$ cat config.mk
export PLATFORM = sky130hd
export DESIGN_NAME = rpn_pilha_flat
export DESIGN_NICKNAME = d
export VERILOG_FILES = /design/src/rtl/rpn_pilha_pkg.sv /design/src/rtl/rpn_pilha_if.sv /design/src/rtl/multiplicador_seq.sv /design/src/rtl/rpn_pilha.sv /design/src/flat_wrapper.sv
export SDC_FILE = /design/constraint.sdc
export NUM_CORES = 1
export LEC_CHECK = 0
export BUFFER_PORTS_ARGS = -buffer_cell sky130_fd_sc_hd__buf_2
export CORE_UTILIZATION = 25
export CTS_CLUSTER_DIAMETER = 120
export CTS_CLUSTER_SIZE = 28
export DETAILED_ROUTE_END_ITERATION = 8
export PLACE_DENSITY_LB_ADDON = 0.25
export SYNTH_ARGS = -nofsm -noshare
export SYNTH_HDL_FRONTEND = slang
export SYNTH_SLANG_ARGS = --single-unit
export TNS_END_PERCENT = 10
$ cat constraint.sdc
create_clock -name clk -period 4.1 [get_ports clk]
set_clock_uncertainty 0.15 [all_clocks]
set_input_delay 0.615 -clock clk [delete_from_list [all_inputs] [get_ports clk]]
set_output_delay 0.615 -clock clk [all_outputs]
set_load 0.005 [all_outputs]
$ cat src/rtl/rpn_pilha_pkg.sv
// Shared definitions for the RPN operand stack: opcodes, controller states and flag bit positions.
package rpn_pkg;

  typedef logic [2:0] opcode_t;

  localparam opcode_t OP_SOMA = 3'b000;
  localparam opcode_t OP_SUB  = 3'b001;
  localparam opcode_t OP_MUL  = 3'b010;
  localparam opcode_t OP_DIV  = 3'b011;
  localparam opcode_t OP_AND  = 3'b100;
  localparam opcode_t OP_OR   = 3'b101;
  localparam opcode_t OP_XOR  = 3'b110;
  localparam opcode_t OP_NOT  = 3'b111;

  typedef enum logic [1:0] {
    OCIOSO,
    ALU,
    MUL,
    GRAVA
  } estado_t;

  localparam int unsigned FLAG_COUT    = 0;
  localparam int unsigned FLAG_ERRO    = 1;
  localparam int unsigned FLAG_RESTO   = 2;
  localparam int unsigned FLAG_MUL_OVF = 3;

endpackage

$ cat src/rtl/rpn_pilha_if.sv
// Operand/result bus between the stack controller (master) and the 8-bit ALU (slave).
interface rpn_pilha_if;
  import rpn_pkg::*;

  logic [7:0] alu_a;
  logic [7:0] alu_b;
  opcode_t    alu_sel;
  logic       alu_cin;
  logic [7:0] alu_s;
  logic [2:0] alu_flags;

  modport master (
    output alu_a, alu_b, alu_sel, alu_cin,
    input  alu_s, alu_flags
  );

  modport slave (
    input  alu_a, alu_b, alu_sel, alu_cin,
    output alu_s, alu_flags
  );
endinterface

$ cat src/rtl/multiplicador_seq.sv
// Unsigned 8x8 shift-add multiplier, one iteration per clock; only built when RPN_MUL_EN is defined.
module multiplicador_seq
  import rpn_pkg::*;
(
  input  logic        clk,
  input  logic        rst,
  input  logic        start,
  input  logic [7:0]  a,
  input  logic [7:0]  b,
  output logic [15:0] produto,
  output logic        fim
);

  logic [15:0] acc;
  logic [15:0] mcand;
  logic [7:0]  mplier;
  logic [2:0]  cnt;
  logic        ativo;

  assign produto = acc;
  // High during the cycle whose closing edge performs the eighth iteration.
  assign fim = ativo && (cnt == 3'd7);

  always_ff @(posedge clk) begin
    if (rst) begin
      acc    <= '0;
      mcand  <= '0;
      mplier <= '0;
      cnt    <= '0;
      ativo  <= 1'b0;
    end else if (start) begin
      acc    <= '0;
      mcand  <= {8'h00, a};
      mplier <= b;
      cnt    <= '0;
      ativo  <= 1'b1;
    end else if (ativo) begin
      if (mplier[0]) acc <= acc + mcand;
      mcand  <= {mcand[14:0], 1'b0};
      mplier <= {1'b0, mplier[7:1]};
      cnt    <= cnt + 3'd1;
      if (cnt == 3'd7) ativo <= 1'b0;
    end
  end

endmodule

$ cat src/rtl/rpn_pilha.sv
// RPN operand stack and execution controller feeding the external ALU.
// Define RPN_MUL_EN to build the sequential multiplier for opcode 010.
module rpn_pilha
  import rpn_pkg::*;
#(
  parameter int unsigned PROFUNDIDADE = 4
) (
  input  logic                              clk,
  input  logic                              rst,
  input  logic [7:0]                        entrada,
  input  logic                              push,
  input  logic                              exec,
  input  opcode_t                           op,
  input  logic                              cin_in,
  rpn_pilha_if.master                       alu,
  output logic [7:0]                        topo,
  output logic [$clog2(PROFUNDIDADE+1)-1:0] nivel,
  output logic                              ocupado,
  output logic                              pronto,
  output logic [3:0]                        flags,
  output logic                              erro_pilha
);

  localparam int unsigned NW = $clog2(PROFUNDIDADE + 1);
  localparam int unsigned IW = $clog2(PROFUNDIDADE);

  logic [7:0]    pilha [PROFUNDIDADE];
  estado_t       estado;
  logic [IW-1:0] idx_x;
  logic [IW-1:0] idx_y;
  logic [7:0]    val_x;
  logic [7:0]    val_y;
  logic          unario;
  logic          operandos_ok;

  always_comb begin
    idx_x        = IW'(nivel - NW'(1));
    idx_y        = IW'(nivel - NW'(2));
    val_x        = pilha[idx_x];
    val_y        = pilha[idx_y];
    unario       = (op == OP_NOT);
    operandos_ok = unario ? (nivel >= NW'(1)) : (nivel >= NW'(2));
    topo         = (nivel == '0) ? '0 : val_x;
  end

`ifdef RPN_MUL_EN
  logic        mul_start;
  logic        mul_fim;
  logic [15:0] produto;

  // Started combinationally so the first iteration lands on the edge after acceptance.
  assign mul_start = (estado == OCIOSO) && exec && (op == OP_MUL) && operandos_ok;

  multiplicador_seq u_mul (
    .clk     (clk),
    .rst     (rst),
    .start   (mul_start),
    .a       (val_y),
    .b       (val_x),
    .produto (produto),
    .fim     (mul_fim)
  );
`endif

  always_ff @(posedge clk) begin
    if (rst) begin
      for (int unsigned i = 0; i < PROFUNDIDADE; i++) pilha[i] <= '0;
      nivel         <= '0;
      flags         <= '0;
      ocupado       <= 1'b0;
      pronto        <= 1'b0;
      erro_pilha    <= 1'b0;
      alu.alu_a     <= '0;
      alu.alu_b     <= '0;
      alu.alu_sel   <= '0;
      alu.alu_cin   <= 1'b0;
      estado        <= OCIOSO;
    end else begin
      pronto     <= 1'b0;
      erro_pilha <= 1'b0;
      case (estado)
        OCIOSO: begin
          if (exec) begin
            if (!operandos_ok) begin
              erro_pilha <= 1'b1;
            end else begin
              alu.alu_a   <= unario ? val_x : val_y;
              alu.alu_b   <= unario ? 8'h00 : val_x;
              alu.alu_sel <= op;
              alu.alu_cin <= cin_in;
              ocupado     <= 1'b1;
`ifdef RPN_MUL_EN
              estado      <= (op == OP_MUL) ? MUL : ALU;
`else
              estado      <= ALU;
`endif
            end
          end else if (push) begin
            if (nivel < NW'(PROFUNDIDADE)) begin
              pilha[IW'(nivel)] <= entrada;
              nivel             <= nivel + NW'(1);
            end else begin
              erro_pilha <= 1'b1;
            end
          end
        end
        ALU: begin
          flags <= {1'b0, alu.alu_flags};
          // Divide by zero leaves both operands on the stack.
          if (!(alu.alu_sel == OP_DIV && alu.alu_flags[FLAG_ERRO])) begin
            if (alu.alu_sel == OP_NOT) begin
              pilha[idx_x] <= alu.alu_s;
            end else begin
              pilha[idx_y] <= alu.alu_s;
              nivel        <= nivel - NW'(1);
            end
          end
          pronto  <= 1'b1;
          ocupado <= 1'b0;
          estado  <= OCIOSO;
        end
`ifdef RPN_MUL_EN
        MUL: begin
          if (mul_fim) estado <= GRAVA;
        end
        GRAVA: begin
          pilha[idx_y] <= produto[7:0];
          nivel        <= nivel - NW'(1);
          flags        <= {|produto[15:8], 3'b000};
          pronto       <= 1'b1;
          ocupado      <= 1'b0;
          estado       <= OCIOSO;
        end
`endif
        default: estado <= OCIOSO;
      endcase
    end
  end

endmodule
$ cat src/flat_wrapper.sv
// flat-port wrapper written by rule: the top's interface ports become plain ports
module rpn_pilha_flat import rpn_pkg::*;
#(
  parameter int unsigned PROFUNDIDADE = 4
)
  (clk, rst, entrada, push, exec, op, cin_in, topo, nivel, ocupado, pronto, flags, erro_pilha, alu_alu_a, alu_alu_b, alu_alu_sel, alu_alu_cin, alu_alu_s, alu_alu_flags);
  rpn_pilha_if alu_i ();
  input  logic clk;
  input  logic rst;
  input  logic [7:0] entrada;
  input  logic push;
  input  logic exec;
  input  opcode_t op;
  input  logic cin_in;
  output logic [7:0] topo;
  output logic [$clog2(PROFUNDIDADE+1)-1:0] nivel;
  output logic ocupado;
  output logic pronto;
  output logic [3:0] flags;
  output logic erro_pilha;
  output wire logic [$bits(alu_i.alu_a)-1:0] alu_alu_a;
  output wire logic [$bits(alu_i.alu_b)-1:0] alu_alu_b;
  output wire logic [$bits(alu_i.alu_sel)-1:0] alu_alu_sel;
  output wire logic [$bits(alu_i.alu_cin)-1:0] alu_alu_cin;
  input wire logic [$bits(alu_i.alu_s)-1:0] alu_alu_s;
  input wire logic [$bits(alu_i.alu_flags)-1:0] alu_alu_flags;
  assign alu_alu_a = alu_i.alu_a;
  assign alu_alu_b = alu_i.alu_b;
  assign alu_alu_sel = alu_i.alu_sel;
  assign alu_alu_cin = alu_i.alu_cin;
  assign alu_i.alu_s = alu_alu_s;
  assign alu_i.alu_flags = alu_alu_flags;
  rpn_pilha #(.PROFUNDIDADE(PROFUNDIDADE)) u_core (.clk(clk), .rst(rst), .entrada(entrada), .push(push), .exec(exec), .op(op), .cin_in(cin_in), .alu(alu_i), .topo(topo), .nivel(nivel), .ocupado(ocupado), .pronto(pronto), .flags(flags), .erro_pilha(erro_pilha));
endmodule
## Word-level counts from Yosys, hierarchy flattened

Memory sizes are Yosys's and may differ from the RTL's.
Cells that the tools add are included.

| cells by class | value |
|---|---|
| add/sub/neg operators | 3 |
| eq/ne operators | 10 |
| mux-type cells | 45 |
| shifts and indexed selects | 0 |
| divide/modulo/power cells | 0 |
| reductions and logical operators | 12 |
| $mul | 0 |
| bitwise logic cells | 1 |
| $lt $le $gt $ge | 3 |

Operators with widths:

| cell | count |
|---|---|
| $mux W8 | 6 |
| $mux W1 | 29 |
| $reduce_or A8 Y1 | 3 |
| $mux W3 | 5 |
| $ne A2 B2 Y1 const B | 5 |
| $eq A3 B3 Y1 const B | 2 |
| $mux W2 | 3 |
| $pmux W3 S2 | 1 |
| $reduce_and A3 Y1 | 2 |
| $reduce_and A6 Y1 | 1 |
| $ne A2 B1 Y1 const B | 2 |
| $add A3 B1 Y3 const B | 1 |
| $eq A3 B2 Y1 const B | 1 |
| $ge A3 B1 Y1 const B | 1 |
| $ge A3 B2 Y1 const B | 1 |
| $logic_not A3 Y1 | 1 |
| $lt A3 B3 Y1 const B | 1 |
| $sub A3 B1 Y3 const B | 1 |
| $logic_not A2 Y1 | 1 |
| $pmux W1 S2 | 1 |
| $reduce_and A2 Y1 | 1 |
| $reduce_bool A2 Y1 | 1 |
| $reduce_or A2 Y1 | 1 |
| $sub A2 B2 Y2 const B | 1 |
| 2 further kinds | 2 |

| word-level totals | value |
|---|---|
| memories kept | 1 |
| ROM bits | 0 |
| RAM bits | 32 |
| latch bits | 0 |
| register bits | 30 |

Memories:

| memory | depth | bits a word | rd ports | clocked after memory_dff | wr ports | RTL line | text |
|---|---|---|---|---|---|---|---|
| u_core.pilha | 4 | 8 | 2 | 0 | 4 | rpn_pilha.sv:27 | `logic [7:0] pilha [PROFUNDIDADE];` |

## Logic depth before layout (Yosys ltp)

Gate-level depths: netlist (run 1).

| logic depth | value |
|---|---|
| depth after elaboration | 11 |
| gate-level depth with buffers | 7 |
| gate-level depth less buffers | 6 |

## Worst setup path before layout (run 1)

No wires, ideal clock.

| path | value |
|---|---|
| path type | reg-to-reg |
| start | reg u_core.nivel[0] |
| end | mem u_core.pilha[3][0], enable pin |
| cell stages (with the launch flop) | 8 |
| slack | 1.219 ns |
| period minus slack after synthesis | 2.881 ns |
| setup time | 0.373 ns |
| arrival | 2.358 ns |
| path buffers | 1 |
| cells stage by stage | dfxtp_1 > buf_2 > inv_1 > ha_1 > nand4b_1 > nor2_1 > o31ai_2 > nor2b_1 |

RTL lines:

| element | RTL line | text |
|---|---|---|
| start, declared | rpn_pilha.sv:17 | `output logic [$clog2(PROFUNDIDADE+1)-1:0] nivel,` |
| start signal, assigned | rpn_pilha.sv:101 | `nivel <= nivel + NW'(1);` |
| start signal, assigned | rpn_pilha.sv:115 | `nivel <= nivel - NW'(1);` |
| end, declared | rpn_pilha.sv:27 |  |

## Final worst setup path (run 1)

| path | value |
|---|---|
| start | reg u_core.nivel[0] |
| end | out topo[6] |

| on the way | value |
|---|---|
| longest elaborated chain between the ends | 3 |
| elaborated cells between the ends (all ways) | 4 |

Ends and longest elaborated chain:

| element | RTL line | text |
|---|---|---|
| $sub A3 B1 Y3 | - |  |
| $mem_v2 Z4 W8 | - |  |
| $mux W8 (*) | rpn_pilha.sv:43 | `topo = (nivel == '0) ? '0 : val_x;` |
| end, declared | flat_wrapper.sv:15 | `output logic [7:0] topo;` |

Mark *: on every way between the ends. The rest lies on a longest branch, timed or not.

==> flow_metrics.tcl, run 1 <==
set metrics [dict create \
    worstSetupStartpointType "flip-flop" \
    worstHoldStart "u_core.alu.alu_b[3]" \
    ir_worst_vdd_mv 0.2236 \
    antenna_cells 0 \
    tightest_slew_ps 1085 \
    vias_per_cell 4.588 \
    ys.flop_type "edfxtp_1" \
    syn-cell-area_um2 3184 \
    min_period_over_period 0.7139 \
    cts_buffers 9 \
    die_w_um 114.9 \
    h-tree-depth 3 \
    worstSetupPathType "reg2out" \
    synth_commonest_cells "edfxtp_1, dfxtp_1, nor2_1" \
    gp_congestion 0.6920 \
    worstHoldPathType "reg2reg" \
    syn_to_final_growth_pct 22.75 \
    yosys_warnings 0 \
    worstReg2RegStart "u_core.nivel[0]" \
    synth_edf_count 32 \
    placeableCoreArea_um2 12210 \
    io_buffers 63 \
    fp.dieArea_um2 13190 \
    cts_tree "yes" \
    fin_tns_setup_ps 0 \
    synth_seq_cells 62 \
    finalSetupViolCount 0 \
    hold_depth 2 \
    totalWireLength_mm 7.779 \
    initial_core_util 0.2608 \
    syn_avg_cell_area_um2 11.54 \
    grt_overflow_total 0 \
    power_density_nw_per_um2 451.2 \
    crit_arrival_ps 2160 \
    dieHeight_um 114.9 \
    slew_viol_final 0 \
    routedWlPerCell_um 15.19 \
    synthTopCellsByArea "edfxtp_1, dfxtp_1, mux4_2" \
    leakage_uw 0.001571 \
    rr_endpoint "u_core.pilha[3][4]" \
    clkTransAtPathRegs_ps 50 \
    post_cts.repair.setup_buffers 0 \
    maxCapViolCount 0 \
    clkLatencyLatePin_ps 320 \
    drtAntennaViolNets 0 \
    syn_inst 276 \
    drc 0 \
    hold_slack_ps 298.0 \
    synth_fp_nets 307 \
    final_nets 370 \
    fp-row-count 40 \
    drt_first_iter_violations 238 \
    synth_cell_types 52 \
    vias 2349 \
    cts_root_buffer "clkbuf_16" \
    final_cell_area_um2 3909 \
    hold_violations 0 \
    status "complete, no violations" \
    hold_end "u_core.alu.alu_b[3]" \
    period_needed_ps 2927 \
    r2r_slack_ps 1320 \
    placed_area_um2 3651 \
    final-instance-count-excl-fill 512 \
    rr_worst_depth 7 \
    drive_gt1_frac 0.3198 \
    async_flop_share 0 \
    track_usage 0.1276 \
    io_pins 65 \
    place_hpwl_mm 5.878 \
    dp.cells 496 \
    rsz0062_at_grt "no" \
    end_kind "output port" \
    synth_top_area_share 0.3018 \
    yosysMostFrequentCell "edfxtp_1" \
    cts-hold-fix-buffers 0 \
    first_pass_iters 4 \
    synth_largest_area_cell "edfxtp_1" \
    seq_area_frac_synth 0.4904 \
    grt_max_degree 32 \
    fillers 1304 \
    cts_num_sinks 62 \
    antenna_found_initial 0 \
    cts_resized 0 \
    cts_max_path_buffers 2 \
    grt_pass1_vias 2367 \
    max_freq_mhz 341.6 \
    grt_pass1_wl_mm 12.46 \
    required_ps 3340 \
    maxSlewHeadroom 0.2743 \
    path_max_fanout 12 \
]
-- flip-flops by register name (all words and copies together), names as in the netlist --
| register | flops |
|---|---|
| u_core.erro_pilha | 1 |
| u_core.pronto | 1 |
| u_core.pilha | 32 |
| u_core.nivel | 3 |
| u_core.alu.alu_b | 8 |
| u_core.ocupado | 1 |
| u_core.alu.alu_cin | 1 |
| u_core.estado | 1 |
| u_core.flags | 3 |
| u_core.alu.alu_sel | 3 |
| u_core.alu.alu_a | 8 |
-- placed cells by master (no fill, tap or decap), types with 2 or more instances in the layout --
master	synthesis	final
buf_2	5	63
edfxtp_1	32	32
dfxtp_1	30	30
nor2_1	27	27
nor3_1	19	19
nand2_1	17	17
mux4_2	16	16
a21oi_1	15	15
inv_1	13	13
mux2i_1	11	11
nand3_1	10	10
a211oi_1	9	9
clkbuf_16	0	9
and2_1	8	8
a22oi_1	8	8
buf_4	5	7
ha_1	4	4
nand2b_1	3	3
o21ai_0	3	3
clkinv_1	0	3
o211ai_1	2	2
o31ai_2	2	2
xor2_1	2	2
clkinv_2	0	2
-- through the flow --
step                setup slack (ps)  power, µW  utilization
floorplan                       1219       1010            -
global placement                1249       1130       0.2990
detailed placement              1246       1133       0.2990
CTS                             1130       1793       0.3201
global route                    1056       1860       0.3201
finish                          1173       1764       0.3201
-- critical path, cell delays in order, from the launching register on --
cell     delay, ps
dfxtp_1        330
inv_1          110
ha_1           660
mux4_2         430
and2_1         180
buf_2          120
-- metal layers --
layer,GRT usage,part of all wire,vias up,routed length (µm)
li1,-,-,1158,-
met1,0.1646,0.48,1121,3709
met2,0.2008,0.45,60,3530
met3,0.02899,0.050,10,386
met4,0.06494,0.020,0,153
met5,0,0,-,0
-- worst max-delay path by stage --
stage / endpoint / slack, ps / depth (start not counted) / startpoint
finish: topo[6] / 1170 / 5 / u_core.nivel[0]
global route: topo[6] / 1060 / 5 / u_core.nivel[0]
CTS: topo[6] / 1130 / 5 / u_core.nivel[0]
detailed placement: u_core.pilha[3][5] / 1250 / 7 / rst
global placement: u_core.pilha[3][2] / 1250 / 7 / rst
floorplan: u_core.pilha[3][0] / 1220 / 7 / u_core.nivel[0]
-- where the power goes --
group / internal (µW) / switching (µW)
combinational: 165 / 205
sequential: 714 / 30.0
clock: 399 / 250
total: 1280 / 485
-- area by class of cell --
| class | count | area, µm² | area share |
|---|---|---|---|
| clock buffer | 10 | 229.0 | 0.05858 |
| clock inverter | 6 | 28.78 | 0.007362 |
| inverter | 13 | 48.80 | 0.01248 |
| multi-input combinational | 183 | 1463 | 0.3742 |
| sequential | 62 | 1562 | 0.3995 |
| tap | 168 | 210.2 | 0.05378 |
| timing repair buffer | 70 | 367.9 | 0.09411 |
-- cell families (layout without fill, tap and decap cells) --
logic type,Yosys count,in the layout,synth area share
other cells,1,1,0.001178
xor+xnor,3,3,0.008253
mux,28,28,0.1513
buf+inv,31,99,0.05029
simple gates,94,94,0.1470
fa+ha+maj,4,4,0.01572
flops,62,62,0.4904
compound gates,53,53,0.1360
(Power assumes the default switching activity.)
==> run 2, diff against run 1 <==
clock period = 2.6 ns   (was 4.1 ns; I/O delays follow)
==> run 2 against run 1 <==
Core utilization up 0.84 points. Sequential power rose by 59%. Power is 62% higher. Worst hold slack worse by 140 ps. First-iteration DRC count decreased by 50%. Critical endpoint is now topo[7]. Via count is 0.98% higher. Setup slack got worse by 1000 ps. Routed wire length decreased by 1.7%. Clock power is 63% higher.
==> flow_metrics.tcl, run 2 (same netlist as run 1, synthesis figures left out) <==
set metrics [dict create \
    status "complete, no violations" \
    required_ps 2060 \
    initial_core_util 0.2608 \
    maxSlewHeadroom 0.6561 \
    grt_overflow_total 0 \
    r2r_slack_ps 320 \
    final_nets 377 \
    max_freq_mhz 403.9 \
    io_pins 65 \
    largest_reg_flops 32 \
    period_needed_ps 2476 \
    antenna_found_initial 0 \
    cp_cell_sequence "buf_4 > mux4_2 > and2_1 > buf_2" \
    finalSetupViolCount 0 \
    maxCapViolCount 0 \
    fillers 1250 \
    hold_violations 0 \
    clkTransAtPathRegs_ps 50 \
    track_usage 0.1254 \
    cts_root_buffer "clkbuf_16" \
    power_density_nw_per_um2 712.7 \
    layout_common_cells "buf_2, edfxtp_1, dfxtp_1" \
    crit_slowest_cell "mux4_2" \
    antenna_cells 0 \
    routedWlPerCell_um 14.73 \
    regMostFlops "u_core.pilha" \
    place_hpwl_mm 5.755 \
    seq_area_um2 1562 \
    cts_tree "yes" \
    total_power_uw 2859 \
    worstSetupStartpointType "flip-flop" \
    die_w_um 114.9 \
    path_max_fanout 24 \
    rsz0062_at_grt "no" \
    drc 0 \
    gp_congestion 0.7716 \
    io_buffers 63 \
    largestRegisters "u_core.pilha x32, u_core.alu.alu_a x8, u_core.alu.alu_b x8" \
    cts-hold-fix-buffers 0 \
    totalWireLength_mm 7.647 \
    grt_pass1_wl_mm 12.55 \
    drtAntennaViolNets 0 \
    cts_buffers 9 \
    syn_to_final_growth_pct 25.97 \
    worstHoldPathType "in2reg" \
    cts_max_path_buffers 2 \
    clkLatencyLatePin_ps 330 \
    multi_input_area_um2 1490 \
    final_common_cell "buf_2" \
    fp-row-count 40 \
    leakage_uw 0.001620 \
    first_pass_iters 4 \
    tightest_slew_ps 515.8 \
    vias 2372 \
    fp.dieArea_um2 13190 \
    grt_pass1_vias 2346 \
    placeableCoreArea_um2 12210 \
    vias_per_cell 4.570 \
    fin_tns_setup_ps 0 \
    slew_viol_final 0 \
    crit_arrival_ps 1940 \
    h-tree-depth 3 \
    ir_worst_vdd_mv 0.2873 \
    worstSetupPathType "reg2out" \
    drt_first_iter_violations 118 \
    cts_num_sinks 62 \
    drive_gt1_frac 0.3504 \
    slowest_delay_ps 600 \
    dieHeight_um 114.9 \
    grt_max_degree 29 \
    end_kind "output port" \
    min_period_over_period 0.9523 \
]
[run 2: changes by cell type in the layout (fill, tap and decap cells not counted), sizes merged]
cell      previous run  this run
clkinv               5         4
buf                 70        77
clkinvlp             1         2
[run 2: layer usage]
metal  GRT usage  vias to the layer above  routed length (µm)
li1            -                     1167                   -
met4     0.05714                        0                 131
met5           0                        -                   0
met3     0.02161                        9                 291
met1      0.1717                     1138                3745
met2      0.1936                       58                3479
[run 2: where the power goes]
| part | switching [µW] | internal (µW) |
|---|---|---|
| Combinational | 326 | 296 |
| Clock | 421 | 640 |
| Sequential | 50.8 | 1130 |
| Total | 798 | 2060 |
[run 2: critical path: cells and delay by family, from the launching register on]
family                 cells  cell delay (ps)
buffers and inverters      2              490
flip-flops                 1              330
multiplexers               1              600
AND/OR/NAND/NOR            1              180
[run 2: per-stage QoR]
step / area (µm²) / hold slack [ps] / utilization / instances / setup WS (ps)
after global routing: 4011 / 168.7 / 0.3285 / 519 / 5.762
after detailed placement: 3731 / 292.2 / 0.3055 / 503 / 176.7
after floorplan: 3202 / 298.3 / - / 276 / 20.25
after CTS: 4001 / 148.0 / 0.3277 / 519 / 35.58
final: 4011 / 153.6 / 0.3285 / 519 / 124.0
after global placement: 3731 / 286.4 / 0.3055 / 503 / 226.2
[run 2: repair_timing]
item	in CTS	in global routing
setup buffers	0	0
setup endpoints to repair	3	8
gates resized for setup	1	1
pin swaps	0	0
[run 2: worst paths after layout]
check / startpoint / to / cells after the start
setup reg to reg: u_core.nivel[2] / u_core.pilha[1][5] / 4
hold / removal: alu_alu_flags[0] / u_core.flags[0] / 3
hold reg to reg: u_core.alu.alu_b[3] / u_core.alu.alu_b[3] / 2
setup / recovery: u_core.nivel[0] / topo[7] / 4
[run 2: layout make-up]
class / count / area share
multi-input combinational: 183 / 0.3715
timing repair buffer: 77 / 0.1079
clock inverter: 6 / 0.009669
clock buffer: 10 / 0.05708
sequential: 62 / 0.3893
tap: 168 / 0.05240
inverter: 13 / 0.01216
